<file path="src/rtl/mem_line_arbiter.sv">
`default_nettype none
// mem_line_arbiter -- round-robin two-port cache-line arbiter and 8-word SDRAM burst sequencer (rev 1.0).
// Optional burst watchdog enabled by defining MEM_LINE_ARB_TIMEOUT_EN.
module mem_line_arbiter #(
    parameter int TIMEOUT   = 128,
    parameter int BURST_LEN = 8
) (
    input  logic                      clk,
    input  logic                      rst_n,
    input  logic                      p0_req,
    input  logic                      p0_we,
    input  logic [31:0]               p0_addr,
    input  logic [16*BURST_LEN-1:0]   p0_wdata,
    output logic [16*BURST_LEN-1:0]   p0_rdata,
    output logic                      p0_done,
    output logic                      p0_err,
    input  logic                      p1_req,
    input  logic                      p1_we,
    input  logic [31:0]               p1_addr,
    input  logic [16*BURST_LEN-1:0]   p1_wdata,
    output logic [16*BURST_LEN-1:0]   p1_rdata,
    output logic                      p1_done,
    output logic                      p1_err,
    output logic                      busy,
    output logic                      sdram_rd_req,
    output logic                      sdram_wr_req,
    output logic [23:0]               sdram_addr,
    input  logic                      sdram_ack,
    output logic [15:0]               sdram_wdata,
    input  logic                      sdram_wr_strobe,
    input  logic [15:0]               sdram_rdata,
    input  logic                      sdram_rd_valid
);

    localparam int LINE_W = 16 * BURST_LEN;
    localparam int IW     = (BURST_LEN > 1) ? $clog2(BURST_LEN) : 1;
    localparam logic [IW-1:0] LAST_IDX = IW'(BURST_LEN - 1);

    typedef enum logic [2:0] {
        IDLE     = 3'd0,
        REQ      = 3'd1,
        WR_BURST = 3'd2,
        RD_BURST = 3'd3,
        DONE     = 3'd4
    } state_t;

    state_t              state;
    state_t              state_next;
    logic                grant;
    logic                grant_next;
    logic                we_q;
    logic                err_q;
    logic                last_served;
    logic [IW-1:0]       idx;
    logic [LINE_W-1:0]   line_buf;
    logic [LINE_W-1:0]   line_next;
    logic [23:0]         addr_q;
    logic                active;
    logic                timeout;
    logic                finish_ok;
    logic                finish_to;
    logic                unused_addr_bits;

    assign unused_addr_bits = ^{p0_addr[31:25], p0_addr[3:0], p1_addr[31:25], p1_addr[3:0]};

    // When both ports are pending the one not served last wins.
    assign grant_next = (p0_req && p1_req) ? ~last_served : p1_req;
    assign active     = (state == REQ) || (state == WR_BURST) || (state == RD_BURST);
    assign finish_ok  = ((state == WR_BURST) && sdram_wr_strobe && (idx == LAST_IDX)) ||
                        ((state == RD_BURST) && sdram_rd_valid  && (idx == LAST_IDX));
    assign finish_to  = active && timeout && !finish_ok;

`ifdef MEM_LINE_ARB_TIMEOUT_EN
    localparam int CW = (TIMEOUT > 1) ? $clog2(TIMEOUT) : 1;
    logic [CW-1:0] tmo_cnt;

    always_ff @(posedge clk or negedge rst_n) begin
        if (!rst_n) begin
            tmo_cnt <= '0;
        end else if (state == IDLE) begin
            tmo_cnt <= '0;
        end else if (active) begin
            tmo_cnt <= tmo_cnt + CW'(1);
        end
    end

    assign timeout = (tmo_cnt == CW'(TIMEOUT - 1));
`else
    localparam int unused_timeout = TIMEOUT;
    assign timeout = 1'b0;
`endif

    always_comb begin
        line_next = line_buf;
        line_next[LINE_W-1-16*int'(idx) -: 16] = sdram_rdata;
    end

    always_ff @(posedge clk or negedge rst_n) begin
        if (!rst_n) begin
            state <= IDLE;
        end else begin
            state <= state_next;
        end
    end

    always_comb begin
        state_next = state;
        case (state)
            IDLE:     if (p0_req || p1_req) state_next = REQ;
            REQ: begin
                if (finish_to)      state_next = DONE;
                else if (sdram_ack) state_next = we_q ? WR_BURST : RD_BURST;
            end
            WR_BURST: if (finish_ok || finish_to) state_next = DONE;
            RD_BURST: if (finish_ok || finish_to) state_next = DONE;
            DONE:     state_next = IDLE;
            default:  state_next = IDLE;
        endcase
    end

    always_comb begin
        busy         = (state != IDLE);
        sdram_rd_req = (state == REQ) && !we_q;
        sdram_wr_req = (state == REQ) && we_q;
        sdram_addr   = addr_q;
        sdram_wdata  = '0;
        if (state == WR_BURST) sdram_wdata = line_buf[LINE_W-1-16*int'(idx) -: 16];
        p0_done      = (state == DONE) && !grant;
        p1_done      = (state == DONE) && grant;
        p0_err       = p0_done && err_q;
        p1_err       = p1_done && err_q;
    end

    always_ff @(posedge clk or negedge rst_n) begin
        if (!rst_n) begin
            grant       <= 1'b0;
            we_q        <= 1'b0;
            err_q       <= 1'b0;
            last_served <= 1'b0;
            idx         <= '0;
            addr_q      <= '0;
            line_buf    <= '0;
            p0_rdata    <= '0;
            p1_rdata    <= '0;
        end else begin
            case (state)
                IDLE: begin
                    if (p0_req || p1_req) begin
                        grant    <= grant_next;
                        we_q     <= grant_next ? p1_we : p0_we;
                        addr_q   <= grant_next ? {p1_addr[24:4], 3'b000} : {p0_addr[24:4], 3'b000};
                        line_buf <= grant_next ? p1_wdata : p0_wdata;
                        idx      <= '0;
                        err_q    <= 1'b0;
                    end
                end
                REQ: begin
                    idx   <= '0;
                    err_q <= finish_to;
                end
                WR_BURST: begin
                    err_q <= finish_to;
                    if (sdram_wr_strobe) idx <= idx + IW'(1);
                end
                RD_BURST: begin
                    err_q <= finish_to;
                    if (sdram_rd_valid) begin
                        line_buf <= line_next;
                        idx      <= idx + IW'(1);
                        // Publish the completed line together with the done pulse.
                        if (idx == LAST_IDX) begin
                            if (grant) p1_rdata <= line_next;
                            else       p0_rdata <= line_next;
                        end
                    end
                end
                DONE: begin
                    last_served <= grant;
                    idx         <= '0;
                end
                default: ;
            endcase
        end
    end

endmodule
`default_nettype wire

</file>
<file path="config.mk">
export PLATFORM = sky130hd
export DESIGN_NAME = mem_line_arbiter
export DESIGN_NICKNAME = d
export VERILOG_FILES = /design/src/rtl/mem_line_arbiter.sv
export SDC_FILE = /design/constraint.sdc
export NUM_CORES = 1
export LEC_CHECK = 0
export ABC_AREA = 1
export CAP_MARGIN = 40
export CELL_PAD_IN_SITES_DETAIL_PLACEMENT = 0
export CELL_PAD_IN_SITES_GLOBAL_PLACEMENT = 1
export CORE_MARGIN = 5
export CORE_UTILIZATION = 37
export CTS_BUF_LIST = sky130_fd_sc_hd__clkbuf_4
export CTS_CLUSTER_SIZE = 40
export DETAILED_ROUTE_END_ITERATION = 6
export GPL_TIMING_DRIVEN = 0
export PLACE_DENSITY = 0.88
export SETUP_SLACK_MARGIN = 0.4
export SYNTH_ARGS = -nofsm -noshare
export SYNTH_HDL_FRONTEND = slang
export SYNTH_SLANG_ARGS = --single-unit
</file>
<file path="constraint.sdc">
create_clock -name clk -period 4.62 [get_ports clk]
set_clock_uncertainty 0.15 [all_clocks]
set_input_delay 1.155 -clock clk [delete_from_list [all_inputs] [get_ports clk]]
set_output_delay 1.155 -clock clk [all_outputs]
set_load 0.01 [all_outputs]
</file>
Word-level counts from Yosys, hierarchy flattened
Index checks and enable logic that the tools add are counted.
{ "classes": {"add_sub_neg": 3, "n_mux": 20, "shift": 3, "mul": 0, "n_reduce_logical": 30, "n_eq_ne": 10, "order_cmp": 0, "bitwise": 2, "n_div": 0} }
{ "ops": {"columns": ["cell", "n"], "rows": [
  ["$mux W128", 3],
  ["$pmux W128 S2", 1],
  ["$shift A16 B33 Y143 const A", 1],
  ["$shiftx A143 B8 Y16", 1],
  ["$shiftx A16 B33 Y143", 1],
  ["$bwmux W128", 1],
  ["$neg A8 Y33", 1],
  ["$mux W24", 1],
  ["$mux W3", 6],
  ["$mux W16", 1],
  ["$pmux W3 S4", 1],
  ["$reduce_and A4 Y1", 3],
  ["$logic_and A1 B1 Y1", 11],
  ["$pmux W3 S3", 1],
  ["$ne A2 B2 Y1 const B", 4],
  ["$sub A7 B7 Y8 const A", 1],
  ["$eq A3 B2 Y1 const B", 2],
  ["$eq A3 B3 Y1 const B", 2],
  ["$reduce_and A3 Y1", 2],
  ["$mux W1", 4],
  ["$reduce_and A2 Y1", 2],
  ["$reduce_bool A2 Y1", 2],
  ["$reduce_bool A4 Y1", 1],
  ["$reduce_or A2 Y1", 2],
  ["10 further kinds", 13]
]} }
{ "word_totals": {"memories": 0, "mem_bits_rw": 0, "elab_cells": 78, "mem_bits_ro": 0, "latch_bits": 0, "register_bits": 418, "input_bits": 345} }

Longest topological paths before layout
{ "depth": {"word_depth": 6, "ltp_mapped": 12} }

Worst setup path before layout
OpenSTA, ideal clock, no wires.
{ "synth_timing": {"path_kind": "reg-to-output", "startpoint": "register idx[0]", "endpoint": "output port sdram_wdata[14]", "arrival_time_ns": 1.420, "path_slack_ns": 1.895, "stages_incl_launch_ff": 8, "t_required_ns": 3.315, "cell_sequence": "dfrtp_1 > buf_2 > clkbuf_1 > buf_2 > o21ai_0 > nor2_1 > nor2_1 > nor2_1"} }
{ "synth_via": {"elab_chain_len": 3} }
{ "synth_rtl": {"columns": ["item", "line_no", "source"], "rows": [
  ["start: declaration", "54", "logic [IW-1:0] idx;"],
  ["start signal: assignment", "163", "if (sdram_wr_strobe) idx <= idx + IW'(1);"],
  ["start signal: assignment", "169", "idx <= idx + IW'(1);"],
  ["$sub A7 B7 Y8", "127", "if (state == WR_BURST) sdram_wdata = line_buf[LINE_W-1-16*int'(idx) -: 16];"],
  ["$shiftx A143 B8 Y16", "127", null],
  ["$mux W16", "127", null],
  ["end: declaration", "29", "output logic [15:0] sdram_wdata,"]
]} }
Every way passes these cells.

Final worst setup path
{ "layout_timing": {"startpoint": "register idx[0]", "endpoint": "output port sdram_wdata[6]"} }
Same word-level chain as after synthesis.

==> qor.yml <==
cts:
  clk_path_buf_depth: 3
  worst_skew_pair.late_latency_ps: 890
  cts.root.buffer_cell: "sky130_fd_sc_hd__clkbuf_4"
  ctsHtreeMaxLevel: 3
  total_clock_sinks: 414
  clkTransAtPathRegs_ps: 60
  cts_buffers: 116
  cts_tree: "built"
  post_cts.repair.setup_buffers: 0
drt:
  drt_pass1_iterations: 6
  vias_per_cell: 5.21
  drc: 0
  route.vias.total: 26000
  wl_per_cell_um: 22.7
  drtIter0Drc: 2496
  wl_um: 113000
  postRouteAntennaNets: 0
floorplanning:
  floorplan.die.height_um: 258
  chipWidth_um: 258
  floorplan.initialDensity_pct: 37.5
  die-area_um2: 66500
  io_pins: 648
  core_region_area_um2: 60600
  placementRows: 90
sta:
  rsz0062_at_grt: "false"
  final_period_minus_worst_setup_slack_ps: 4120
  hold_violations: 0
  slew_headroom_pct: 36.1
  timing.final.max_slew_violations: 0
  period_utilization_post_route_pct: 89.3
  setup_viol_count_final: 0
  timing_worst_slew_pin_value_ps: 959
  maximum_clock_rate_mhz: 242
finish:
  area.growth.synth_to_final_pct: 39.2
  final_stage_net_count: 4460
  instances_no_fill: 4987
  share_of_cells_above_drive_strength_1_pct: 8.67
grt:
  groute.layer.met1.usage_pct: 42.2
  grt_pass1_vias: 25100
  busiest_layer: "met2"
  grt_remaining_overflow: 0
  global_route.usage.met3_pct: 8.51
  grt_util_all_layers_pct: 32.6
  grt_pass1_wl_um: 162000
  grt_max_degree: 112
  use_met2_pct: 52.7
  grt_antenna_before_repair: 13
critical_path:
  r2r-start: "idx[2]$_DFFE_PN0P_"
  data_arrival_at_the_endpoint_of_the_critical_path_ps: 2820
  crit_end_category: "primary output"
  critical_path.startpoint_type: "register"
  worst-r2r-cell-count: 12
  worst-endpoint-required_ps: 3310
  worst_r2r_endpoint: "p0_rdata[77]$_DFFE_PN0P_"
  crit_path_max_fanout: 10
  rrSetupSlack_ps: 1670
  criticalPathCategory: "reg -> out"
pwr:
  switching_share_of_power_pct: 47.3
  p_seq_share_pct: 31.3
  p_sw_mw: 8.15
  power.internal_mw: 9.07
  power.static_leakage_nw: 16.7
  cellPowerDensity_nw_per_um2: 544
  power.total_mw: 17.2
  clockPowerShare_pct: 19.6
  peakVddDrop_mv: 0.226
  power_frac_comb_pct: 49.1
placed_design:
  placed_cells: 4773
  place.detailed.hpwl_um: 90700
  gp_congestion: 1.03
  io_buffer_count: 619
logic_synthesis:
  synth-xor-area-share_pct: 0
  synthesis.instances: 3361
  synth.yosys.seq_area_share_pct: 45.6
  synth_top_cell_area_share_pct: 45.6
  synth.distinct_cells: 24
  syn_avg_cell_area_um2: 6.76
  synth_adder_area_share_pct: 0.330
  synth.mux.area_fraction_pct: 0
  complex_gate_fraction_of_the_synthesized_area_pct: 3.24
  yosys_warnings: 0
  synthDominantAreaCellType: "sky130_fd_sc_hd__dfrtp_1"
  synth.ff_latch_count: 414
  synth_top_family_by_area: "simple AND/OR/NAND/NOR gates"
  synthSimpleGateAreaFrac_pct: 44.2
  post_synth_instance_area_um2: 22700
  synth.area.top_cells: "sky130_fd_sc_hd__dfrtp_1, sky130_fd_sc_hd__nand2_1, sky130_fd_sc_hd__nand3_1"
status:
  result_of_the_run: "finished, final reports clean"
worst_hold_path:
  hp-class: "in -> async"
flow_run:
  drv_cap: 0
[state kept, by name (all words and copies together) (netlist names)]
name,count
grant,1
sdram_addr,21
line_buf,128
idx,3
last_served,1
state,3
we_q,1
p1_rdata,128
p0_rdata,128
[kinds of logic after synthesis]
kind of cell / count (synthesis)
AO/OA/AOI/OAI: 138
adder cells (fa/ha/maj): 6
other: 1
flip-flops: 414
buffers and inverters: 353
AND/OR/NAND/NOR: 2449
[power by group through the flow]
| stage | Clock, mW | Combinational (mW) | Sequential (mW) |
|---|---|---|---|
| final | 3.37 | 8.45 | 5.40 |
| after global routing | 3.62 | 9.12 | 5.47 |
| after CTS | 3.43 | 8.35 | 5.36 |
| after detailed placement | 0 | 8.23 | 5.41 |
| after global placement | 0 | 8.16 | 5.40 |
| after floorplan | 0 | 4.17 | 5.31 |
[cells in the mapped netlist]
cell,instances
sky130_fd_sc_hd__a21oi_1,21
sky130_fd_sc_hd__o211ai_1,1
sky130_fd_sc_hd__a21boi_0,16
sky130_fd_sc_hd__clkbuf_1,88
sky130_fd_sc_hd__nor2_4,1
sky130_fd_sc_hd__inv_1,119
sky130_fd_sc_hd__o21ai_1,8
sky130_fd_sc_hd__o21ai_0,91
sky130_fd_sc_hd__buf_2,117
sky130_fd_sc_hd__inv_2,4
sky130_fd_sc_hd__ha_1,6
sky130_fd_sc_hd__conb_1,1
sky130_fd_sc_hd__nand2_1,1721
sky130_fd_sc_hd__nand3b_1,33
sky130_fd_sc_hd__buf_1,12
sky130_fd_sc_hd__nand3_1,532
sky130_fd_sc_hd__and2_1,16
sky130_fd_sc_hd__o31ai_1,1
sky130_fd_sc_hd__nor2_2,2
sky130_fd_sc_hd__clkinv_1,2
sky130_fd_sc_hd__dfrtp_1,414
sky130_fd_sc_hd__buf_4,11
sky130_fd_sc_hd__nand3_2,1
sky130_fd_sc_hd__nor2_1,143
[metal layers]
| layer | vias to the layer above | share of wire (%) |
|---|---|---|
| met5 | - | 0.090 |
| met4 | 14 | 4.0 |
| met3 | 246 | 9.8 |
| met2 | 1244 | 46 |
| met1 | 12300 | 40 |
| li1 | 12100 | - |
[placed cells by master, fill, tap and decap left out, types with 21 or more instances in the layout]
cell,synthesis,routed
sky130_fd_sc_hd__nand3b_1,33,33
sky130_fd_sc_hd__clkbuf_1,88,66
sky130_fd_sc_hd__buf_2,117,115
sky130_fd_sc_hd__nand3_1,532,532
sky130_fd_sc_hd__nand2_1,1721,1721
sky130_fd_sc_hd__nor2_1,143,125
sky130_fd_sc_hd__clkinv_1,2,34
sky130_fd_sc_hd__clkbuf_4,0,174
sky130_fd_sc_hd__clkdlybuf4s50_1,0,602
sky130_fd_sc_hd__a21oi_1,21,21
sky130_fd_sc_hd__dfrtp_1,414,414
sky130_fd_sc_hd__inv_1,119,118
sky130_fd_sc_hd__o21ai_0,91,89
[how the worst max path moves through the flow]
stage / slack (ps) / cells after the start / start / end
6_report: 500 / 7 / idx[0]$_DFFE_PN0P_ / sdram_wdata[6]
5_1_grt: 410 / 7 / idx[2]$_DFFE_PN0P_ / sdram_wdata[7]
4_1_cts: 150 / 8 / idx[0]$_DFFE_PN0P_ / sdram_wdata[14]
3_5_place_dp: 580 / 9 / p0_req / line_buf[111]$_DFFE_PN0P_
3_3_place_gp: -16890 / 1 / rst_n / p0_rdata[62]$_DFFE_PN0P_
2_1_floorplan: 1890 / 7 / idx[0]$_DFFE_PN0P_ / sdram_wdata[14]
[metrics by stage]
step	hold slack (ps)	setup TNS (ps)	utilization (%)	setup WS (ps)	area, µm²
6_report	133	0	52.2	495	31600
5_1_grt	228	0	52.2	414	31600
4_1_cts	137	0	52.2	151	31600
3_5_place_dp	307	0	49.6	584	30100
3_3_place_gp	303	-6961470	49.4	-16890	29900
2_1_floorplan	299	0	-	1890	22700
[repair_timing]
item / CTS / global route
endpoints found under the setup margin: 16 / 3
pin swaps: 2 / 2
hold buffers: 0 / 0
resized for setup: 76 / 2
[critical path, stage by stage, from the launching register on]
cell and delay [ps]:
sky130_fd_sc_hd__dfrtp_1 410, sky130_fd_sc_hd__buf_4 200, sky130_fd_sc_hd__clkbuf_2 170, sky130_fd_sc_hd__o21ai_0 410
sky130_fd_sc_hd__nor2_1 150, sky130_fd_sc_hd__nor2_1 210, sky130_fd_sc_hd__nor2_4 90, sky130_fd_sc_hd__dlygate4sd2_1 290
[area by class of cell]
| cell class | instances | area, µm² |
|---|---|---|
| well taps | 782 | 978 |
| flip-flops and latches | 414 | 10400 |
| clock buffers | 167 | 1250 |
| diodes | 5 | 12.5 |
| multi-input cells | 2598 | 10900 |
| clock inverters | 42 | 190 |
| inverters | 125 | 472 |
| plain buffers | 228 | 1110 |
| repair buffers | 626 | 6320 |
| fillers | 6261 | 29000 |
(Power assumes the default switching activity.)
